[src/rtl/sr_cmd_gen.sv]
// sr_cmd_gen: sync, debounce, edge-detect and arbitrate set/clear requests
// into clean non-overlapping s/r pulses for the sr_ff block.
`timescale 1ns/1ps
module sr_cmd_gen #(
    parameter int DEBOUNCE_CYCLES = 4,
    parameter int PULSE_CYCLES    = 1
) (
    input  logic clk,
    input  logic rst,
    input  logic set_btn,
    input  logic clr_btn,
    output logic s,
    output logic r,
    output logic busy,
    output logic conflict
);

    localparam int DW = $clog2(DEBOUNCE_CYCLES + 1);
    localparam int PW = $clog2(PULSE_CYCLES + 1);
    localparam logic [DW-1:0] D_LAST = DW'(DEBOUNCE_CYCLES - 1);
    localparam logic [PW-1:0] P_LAST = PW'(PULSE_CYCLES - 1);

    typedef enum logic [1:0] {
        IDLE,
        PULSE_S,
        PULSE_R,
        GAP
    } state_t;

    // Channel 0 is set, channel 1 is clear.
    logic [1:0]    raw;
    logic [1:0]    sync1_q;
    logic [1:0]    sync2_q;
    logic [1:0]    deb_q;
    logic [1:0]    deb_d;
    logic [1:0]    req_q;
    logic [1:0]    req_d;
    logic [DW-1:0] cnt_q [2];
    logic [DW-1:0] cnt_d [2];

    state_t        state_q;
    state_t        state_d;
    logic [PW-1:0] pcnt_q;
    logic [PW-1:0] pcnt_d;
    logic          pend_s_q;
    logic          pend_s_d;
    logic          pend_r_q;
    logic          pend_r_d;
    logic          s_q;
    logic          r_q;
    logic          busy_q;
    logic          conflict_q;

    logic          new_s;
    logic          new_r;
    logic          want_s;
    logic          want_r;

    assign raw = {clr_btn, set_btn};

    // Debounce: accept a level after DEBOUNCE_CYCLES differing cycles;
    // a request is raised only when the accepted level rises.
    always_comb begin
        deb_d = deb_q;
        req_d = '0;
        for (int i = 0; i < 2; i++) begin
            cnt_d[i] = '0;
            if (sync2_q[i] != deb_q[i]) begin
                if (cnt_q[i] == D_LAST) begin
                    deb_d[i] = sync2_q[i];
                    req_d[i] = sync2_q[i];
                end else begin
                    cnt_d[i] = cnt_q[i] + 1'b1;
                end
            end
        end
    end

    // Arbitration and pulse sequencing. GAP re-arbitrates directly so a
    // waiting request follows after exactly one idle cycle.
    always_comb begin
        new_r    = req_q[1];
        new_s    = req_q[0] & ~req_q[1];
        want_r   = pend_r_q | new_r;
        want_s   = pend_s_q | new_s;
        state_d  = state_q;
        pcnt_d   = pcnt_q;
        pend_r_d = want_r;
        pend_s_d = want_s;
        case (state_q)
            IDLE, GAP: begin
                if (want_r) begin
                    state_d  = PULSE_R;
                    pend_r_d = 1'b0;
                    pcnt_d   = '0;
                end else if (want_s) begin
                    state_d  = PULSE_S;
                    pend_s_d = 1'b0;
                    pcnt_d   = '0;
                end else begin
                    state_d  = IDLE;
                end
            end
            PULSE_S, PULSE_R: begin
                if (pcnt_q == P_LAST) begin
                    state_d = GAP;
                end else begin
                    pcnt_d = pcnt_q + 1'b1;
                end
            end
            default: state_d = IDLE;
        endcase
    end

    // State, synchronisers, debounce counters and registered outputs.
    always_ff @(posedge clk) begin
        if (rst) begin
            sync1_q    <= '0;
            sync2_q    <= '0;
            deb_q      <= '0;
            req_q      <= '0;
            cnt_q[0]   <= '0;
            cnt_q[1]   <= '0;
            state_q    <= IDLE;
            pcnt_q     <= '0;
            pend_s_q   <= 1'b0;
            pend_r_q   <= 1'b0;
            s_q        <= 1'b0;
            r_q        <= 1'b0;
            busy_q     <= 1'b0;
            conflict_q <= 1'b0;
        end else begin
            sync1_q    <= raw;
            sync2_q    <= sync1_q;
            deb_q      <= deb_d;
            req_q      <= req_d;
            cnt_q[0]   <= cnt_d[0];
            cnt_q[1]   <= cnt_d[1];
            state_q    <= state_d;
            pcnt_q     <= pcnt_d;
            pend_s_q   <= pend_s_d;
            pend_r_q   <= pend_r_d;
            s_q        <= (state_d == PULSE_S);
            r_q        <= (state_d == PULSE_R);
            busy_q     <= (state_d != IDLE);
            conflict_q <= req_q[0] & req_q[1];
        end
    end

    assign s        = s_q;
    assign r        = r_q;
    assign busy     = busy_q;
    assign conflict = conflict_q;

endmodule

[config.mk]
export PLATFORM = sky130hd
export DESIGN_NAME = sr_cmd_gen
export DESIGN_NICKNAME = d
export VERILOG_FILES = /design/src/rtl/sr_cmd_gen.sv
export SDC_FILE = /design/constraint.sdc
export NUM_CORES = 1
export LEC_CHECK = 0
export BUFFER_PORTS_ARGS = -buffer_cell sky130_fd_sc_hd__buf_2
export CAP_MARGIN = 20
export CORE_MARGIN = 2
export CORE_UTILIZATION = 40
export CTS_CLUSTER_DIAMETER = 80
export DETAILED_ROUTE_END_ITERATION = 10
export PLACE_DENSITY_LB_ADDON = 0.25
export SLEW_MARGIN = 40
export SYNTH_ARGS = -nofsm -noshare
export SYNTH_HDL_FRONTEND = slang
export SYNTH_SLANG_ARGS = --single-unit
[constraint.sdc]
create_clock -name clk -period 1.75 [get_ports clk]
set_clock_uncertainty 0.05 [all_clocks]
set_input_delay 0.35 -clock clk [delete_from_list [all_inputs] [get_ports clk]]
set_output_delay 0.35 -clock clk [all_outputs]
set_load 0.02 [all_outputs]
Word-level counts from Yosys, hierarchy flattened. Memory sizes are Yosys's and may differ from the RTL's. Index checks and enable logic that the tools add are counted.

Register bits: 17. Bits in writable memories: 6. Input bits: 4. Output and inout bits: 4. Memories: 1.

Add/sub/neg operators: 3. Equal/unequal tests: 10. Muxes and demuxes: 19. Bitwise logic cells: 11. Reduce and logical (&&, ||, !) cells: 9.

Memories: cnt_q (depth 2, bits a word 3, read ports 2, clocked after Yosys merged registers in 0, write ports 2, RTL line 38) `logic [DW-1:0] cnt_q [2];`.

Operators by type and width (count): $mux W3 (6); $mux W1 (9); $reduce_or A3 Y1 (3); $add A3 B1 Y3 const B (2); $eq A2 B2 Y1 const B (3); $eq A3 B2 Y1 const B (2); $not A1 Y1 (5); $eq A2 B1 Y1 const B (2); $mux W2 (2); $or A1 B1 Y1 (4); $pmux W2 S2 (1); $reduce_and A2 Y1 (2); $reduce_or A2 Y1 (2); $ne A3 B3 Y1 const B (1); $and A1 B1 Y1 (2); $logic_not A2 Y1 (1); $ne A1 B1 Y1 (2); $pmux W1 S2 (1); $reduce_bool A2 Y1 (1); $add A1 B1 Y1 const B (1).

Depth between registers and ports, before layout. Gate-level depths: netlist of run 1.

Depth after elaboration: 7. Gate-level depth with buffers: 4.

Worst setup path before layout of run 1. Ideal clock, no wire load.

Kind: register to register. Start point: register state_q[0]. End point: register s_q (netlist: s). Setup time: 0.080 ns. Arrival time: 1.150 ns. Required time: 1.620 ns. Slack: 0.470 ns. Stages on the path, launching flop included: 5. Buffers on the path: 0. Clock period less this slack: 1.280 ns. Cells stage by stage: dfxtp_1 inv_1 ha_1 nor3_1 nor3b_1.

Longest elaborated chain between the ends: 4.

RTL lines: start: declaration (RTL line 41) `state_t state_q;`; start signal: assignment (RTL line 139) `state_q <= state_d;`; $eq A2 B1 Y1, or another cell as far along (RTL line 90) `case (state_q)`; $reduce_or A2 Y1 (RTL line 90); $pmux W2 S2 (*) (RTL line 90); $eq A2 B1 Y1 (*) (RTL line 143) `s_q <= (state_d == PULSE_S);`; end signal: assignment (RTL line 143); end: declaration (RTL line 49) `logic s_q;`.

Mark *: on every way between the ends. The rest lies on a longest branch, timed or not. A chain may end at the register's enable or synchronous reset.

Worst setup path after layout of run 1. Ends and elaborated chain as after synthesis.

==> results of run 1 <==
==> synthesized netlist by cell type <==
cell type   n
nor2_1      6
or3_4       2
nor2b_1     4
inv_1       8
nor2_2      6
xnor2_1     2
nand2_1     1
buf_2       1
nor4_1      1
nor3b_1     1
mux2i_1     2
ha_1        6
dfxtp_1    22
nor3_1      3
and4bb_2    2
o21ai_0     1
a21oi_1     3
==> power groups by stage <==
| stage | logic [mW] | clock network [mW] | registers [mW] |
|---|---|---|---|
| 6_report | 0.103 | 0.268 | 0.542 |
| 5_1_grt | 0.123 | 0.301 | 0.545 |
| 4_1_cts | 0.106 | 0.281 | 0.543 |
| 3_5_place_dp | 0.106 | 0 | 0.554 |
| 3_3_place_gp | 0.104 | 0 | 0.551 |
| 2_1_floorplan | 0.0722 | 0 | 0.561 |
==> cells by family (layout without fill, tap and decap cells) <==
group | after synthesis | in the layout
flops | 22 | 22
buf+inv | 9 | 19
compound gates | 4 | 4
fa+ha+maj | 6 | 6
mux | 2 | 2
xor+xnor | 2 | 2
simple gates | 26 | 26
==> area by class of cell <==
type	instances	area, µm²
fillers	172	893
flip-flops and latches	22	440
multi-input cells	40	298
clock buffers	4	36.3
repair buffers	7	35.0
well taps	25	31.3
inverters	8	30.0
==> worst paths after layout <==
check	start	cells after the start	slack (ns)	to
worst max-delay path	state_q[0]$_SDFF_PP0_	4	0.32	s$_SDFF_PP0_
worst min-delay path	set_btn	2	0.21	sync1_q[0]$_SDFF_PP0_
worst max register to register	state_q[0]$_SDFF_PP0_	4	0.32	s$_SDFF_PP0_
worst min register to register	cnt_q[0][0]$_SDFF_PP0_	1	0.38	cnt_q[0][0]$_SDFF_PP0_
==> layer usage <==
layer	global-route usage (%)	vias up	share of wire, %
met2	14.4	6	41
met1	11.7	203	53
met4	6.49	0	1.6
li1	-	251	-
met3	3.40	2	3.7
met5	0	-	0
==> sequential cells by signal (all words and copies together), names as in the netlist <==
signal    flops
sync2_q       2
s             1
state_q       2
pend_r_q      1
deb_q         2
cnt_q         6
sync1_q       2
req_q         2
busy          1
conflict      1
r             1
pend_s_q      1
==> worst reg2reg max path: cells and delay by family, from the launching register on <==
family | cells | cell delay, ns
buffers and inverters | 1 | 0.05
AND/OR/NAND/NOR | 2 | 0.60
flip-flops | 1 | 0.36
adder cells (fa/ha/maj) | 1 | 0.31
==> flow_summary_export.csv, run 1 <==
group,metric,value,unit
status,status,"finished, final reports clean",
floorplan,num_rows,15,
power,ir_drop,0.000529,V
setup_path,required,1.92,ns
place,hpwl,657,µm
synthesis,muxShareOfSynthArea,2.59,%
setup_path,slowest_delay,0.36,ns
clock_tree,post-cts-setup-buffers,0,
setup_path,startpoint_type,"flip-flop",
synthesis,yosys_warnings,0,
synthesis,yosysTopAreaCell,"dfxtp_1",
clock_tree,cts_root_buf,"clkbuf_4",
synthesis,synth_seq_cells,22,
clock_tree,clk_pin_slew,0.12,ns
drt,routed_wl,919,µm
power,p_leak,0.343,nW
setup_path,path_max_fanout,4,
cells_and_area,fin_cells,106,
sta,setup_slack,0.316,ns
clock_tree,clock_sinks,22,
power,p_int,0.700,mW
cells_and_area,final_cell_mix,"dfxtp_1 (22), inv_1 (8), buf_2 (7)",
synthesis,synth_adder_area_share,9.71,%
clock_tree,h-tree-depth,1,
clock_tree,cts_resized,0,
synthesis,seq_area_frac_synth,57.0,%
cells_and_area,design_area,871,µm²
hold_path,hold_class,"in2reg",
sta,hold_viol,0,
place,dp.cells,102,
place,place.gp.congestion,0.750,
sta,fin_crit_sh,82.0,%
grt,grt_overflow,0,
drt,viasPerCell,4.36,
power,p_clk_share,29.4,%
clock_tree,ctsLongestPathBuffers,2,
synthesis,synth_area,773,µm²
setup_path,crit_slowest_cell,"dfxtp_1",
place,place_area,835,µm²
cells_and_area,drive_gt1_share,25.9,%
floorplan,die_w,48.0,µm
synthesis,netlist-cell-type-count,17,
synthesis,synth_nets,81,
cells_and_area,syn_to_final_growth,12.6,%
synthesis,syn_inst,71,
power,p_per_area,1050,mW/mm²
grt,grt_usage,9.68,%
sta,setup_viol,0,
setup_path,crit_type,"reg2reg",
clock_tree,cts-hold-fix-buffers,0,
floorplan,core,0.00176,mm²
setup_path,crit_arrival,1.60,ns
place,portBuffers,7,
floorplan,pin_count,8,
power,seq_power_share,59.3,%
sta,relSlewSlack,75.4,%
floorplan,die_h,48.0,µm
cells_and_area,fin_nets,92,
sta,finalMaxSlewViolations,0,
power,switching_share,23.4,%
sta,setup_tns,0,ns
synthesis,synth_xor_area_share,2.27,%
clock_tree,cts_inserted_buffers,3,
sta,fmax,697,MHz
drt,dr.pass1.iters,2,
setup_path,cp_top_family,"simple AND/OR/NAND/NOR gates",
synthesis,synth_top_area_share,57.0,%
setup_path,endpoint_kind,"flip-flop",
setup_path,crit_chain,"inv_1 > ha_1 > nor3_1 > nor3b_1",
power,switchingPower,0.214,mW
floorplan,initial_core_util,43.8,%
grt,antenna_found_initial,0,
grt,grt_pass1_wl,1490,µm
synthesis,synth_top_family_by_area,"simple AND/OR/NAND/NOR gates",
cells_and_area,mostFrequentLayoutCell,"dfxtp_1",
sta,worst_pin_slew,0.366,ns
cells_and_area,n_antenna_cell,0,
drt,route.detailed.drc,0,
grt,grt_pass1_vias,365,
sta,rsz0062_at_grt,"false",
sta,min_period,1.43,ns
power,p_comb_share,11.3,%
sta,whs,0.209,ns
clock_tree,cts_tree,"built",
clock_tree,clkLatencyLatePin,0.29,ns
synthesis,synth_compound_area_share,2.59,%
floorplan,dieArea,0.00230,mm²
place,place_ws,0.322,ns
setup_path,crit_buf_inv,1,
drt,routedWlPerCell,8.67,µm
drt,postRouteAntennaNets,0,
grt,grt_max_degree,19,
drt,dr.first_iter.drc_count,2,
flow_run,maxCapViolCount,0,
synthesis,synth-simple-area-share,21.4,%
cells_and_area,post-route-util,49.4,%
drt,via_count,462,
synthesis,syn_avg_cell_area,10.9,µm²
synthesis,synth.area.top_cells,"dfxtp_1 (57%), ha_1 (9.7%), nor2_2 (4.9%)",
power,p_total,0.913,mW
Power figures use the tool's default switching activity.
==> inputs of run 2 (changes only) <==
Clock period 1.75 ns to 1.17 ns, I/O delays scaled along.
==> flow_summary_export.csv, run 2 (synthesized netlist as in run 1, its figures left out) <==
group,metric,value,unit
cells_and_area,mostFrequentLayoutCell,"dfxtp_1",
grt,grt_usage,11.2,%
drt,dr.first_iter.drc_count,8,
cells_and_area,post-route-util,57.2,%
cells_and_area,drive_gt1_share,46.0,%
cells_and_area,n_antenna_cell,0,
cells_and_area,syn_to_final_growth,30.6,%
cells_and_area,design_area,0.00101,mm²
clock_tree,clk_pin_slew,0.11,ns
setup_path,slowest_delay,0.36,ns
setup_path,crit_chain,"ha_4 > ha_4 > or3_4 > nor2_4",
setup_path,crit_type,"reg2reg",
grt,grt_overflow,0,
setup_path,endpoint_kind,"flip-flop",
grt,grt_pass1_vias,420,
cells_and_area,fin_nets,98,
floorplan,die_h,48.0,µm
clock_tree,cts_inserted_buffers,3,
setup_path,path_max_fanout,3,
hold_path,hold_class,"in2reg",
floorplan,core,0.00176,mm²
status,status,"complete, but fails checks",
power,switchingPower,0.368,mW
sta,min_period,1.22,ns
sta,worst_pin_slew,0.197,ns
sta,fin_crit_sh,104,%
clock_tree,post-cts-setup-buffers,0,
clock_tree,cts_tree,"built",
setup_path,crit_path_frequent_cell,"ha_4",
drt,routedWlPerCell,9.60,µm
grt,antenna_found_initial,0,
sta,hold_viol,0,
power,ir_drop,0.000937,V
place,place_ws,-0.125,ns
cells_and_area,final_cell_mix,"dfxtp_1 (17), inv_1 (7), buf_2 (7)",
place,place.gp.congestion,0.781,
sta,setup_slack,-0.0459,ns
place,place_area,926,µm²
drt,postRouteAntennaNets,0,
power,p_comb_share,18.9,%
grt,grt_pass1_wl,1640,µm
clock_tree,clkLatencyLatePin,0.30,ns
setup_path,cp_top_family,"simple AND/OR/NAND/NOR gates",
power,p_leak,0.381,nW
setup_path,reg2reg_from,"cnt_q[0][3]$_SDFF_PP0_",
drt,viasPerCell,4.51,
sta,finalMaxSlewViolations,0,
power,switching_share,24.4,%
flow_run,maxCapViolCount,0,
sta,setup_tns,-0.235,ns
clock_tree,cts_root_buf,"clkbuf_4",
setup_path,ff2ff_setup_slack,-0.05,ns
cells_and_area,largest_register_ff_count,6,
power,p_int,1.14,mW
place,hpwl,755,µm
setup_path,crit_arrival,1.41,ns
cells_and_area,top_register,"cnt_q",
floorplan,initial_core_util,43.8,%
setup_path,required,1.36,ns
clock_tree,ctsLongestPathBuffers,2,
sta,relSlewSlack,86.8,%
floorplan,num_rows,15,
grt,grt_max_degree,13,
setup_path,crit_start,"cnt_q[0][3]$_SDFF_PP0_",
sta,setup_viol,7,
drt,route.detailed.drc,0,
floorplan,dieArea,0.00230,mm²
clock_tree,cts-hold-fix-buffers,0,
sta,rsz0062_at_grt,"true",
power,p_clk_share,26.9,%
power,p_per_area,1490,mW/mm²
setup_path,crit_slowest_cell,"or3_4",
floorplan,die_w,48.0,µm
sta,fmax,822,MHz
drt,dr.pass1.iters,4,
clock_tree,h-tree-depth,1,
setup_path,startpoint_type,"flip-flop",
clock_tree,clock_sinks,22,
floorplan,pin_count,8,
sta,whs,0.0866,ns
setup_path,crit_buf_inv,0,
power,seq_power_share,54.1,%
hold_path,hold_start,"clr_btn",
drt,routed_wl,1080,µm
status,violations,"setup timing",
drt,via_count,505,
place,portBuffers,7,
run 2: layout make-up:
type / instances / area (µm²)
fill: 160 / 754
sequential: 22 / 447
multi-input combinational: 40 / 382
timing repair buffer: 13 / 83.8
clock buffer: 4 / 36.3
tap: 25 / 31.3
inverter: 8 / 30.0
run 2: final timing paths:
path,end,depth (start not counted)
setup / recovery,cnt_q[0][3]$_SDFF_PP0_,4
hold / removal,sync1_q[1]$_SDFF_PP0_,2
setup reg to reg,cnt_q[0][3]$_SDFF_PP0_,4
hold reg to reg,sync2_q[0]$_SDFF_PP0_,1
run 2: timing repair:
item / in CTS / in global routing
resized for setup: 4 / 7
pin swaps: 3 / 2
setup endpoints to repair: 11 / 14
run 2: power by group through the flow:
stage | registers, mW | clock network [mW] | logic (mW)
finish | 0.816 | 0.406 | 0.285
CTS | 0.811 | 0.428 | 0.224
global route | 0.822 | 0.457 | 0.317
detailed placement | 0.828 | 0 | 0.212
global placement | 0.825 | 0 | 0.203
floorplan | 0.839 | 0 | 0.121
run 2: stage by stage:
step / total power [mW] / cells
5_1_grt: 1.60 / 112
3_5_place_dp: 1.04 / 108
3_3_place_gp: 1.03 / 108
2_1_floorplan: 0.960 / 71
4_1_cts: 1.46 / 112
6_report: 1.51 / 112
run 2: per-layer routing:
| metal | vias to the layer above | track usage (%) | share of wire [%] |
|---|---|---|---|
| met5 | - | 0 | 0 |
| li1 | 262 | - | - |
| met4 | 0 | 8.11 | 1.1 |
| met1 | 233 | 11.7 | 43 |
| met3 | 2 | 5.66 | 4.5 |
| met2 | 8 | 17.3 | 51 |
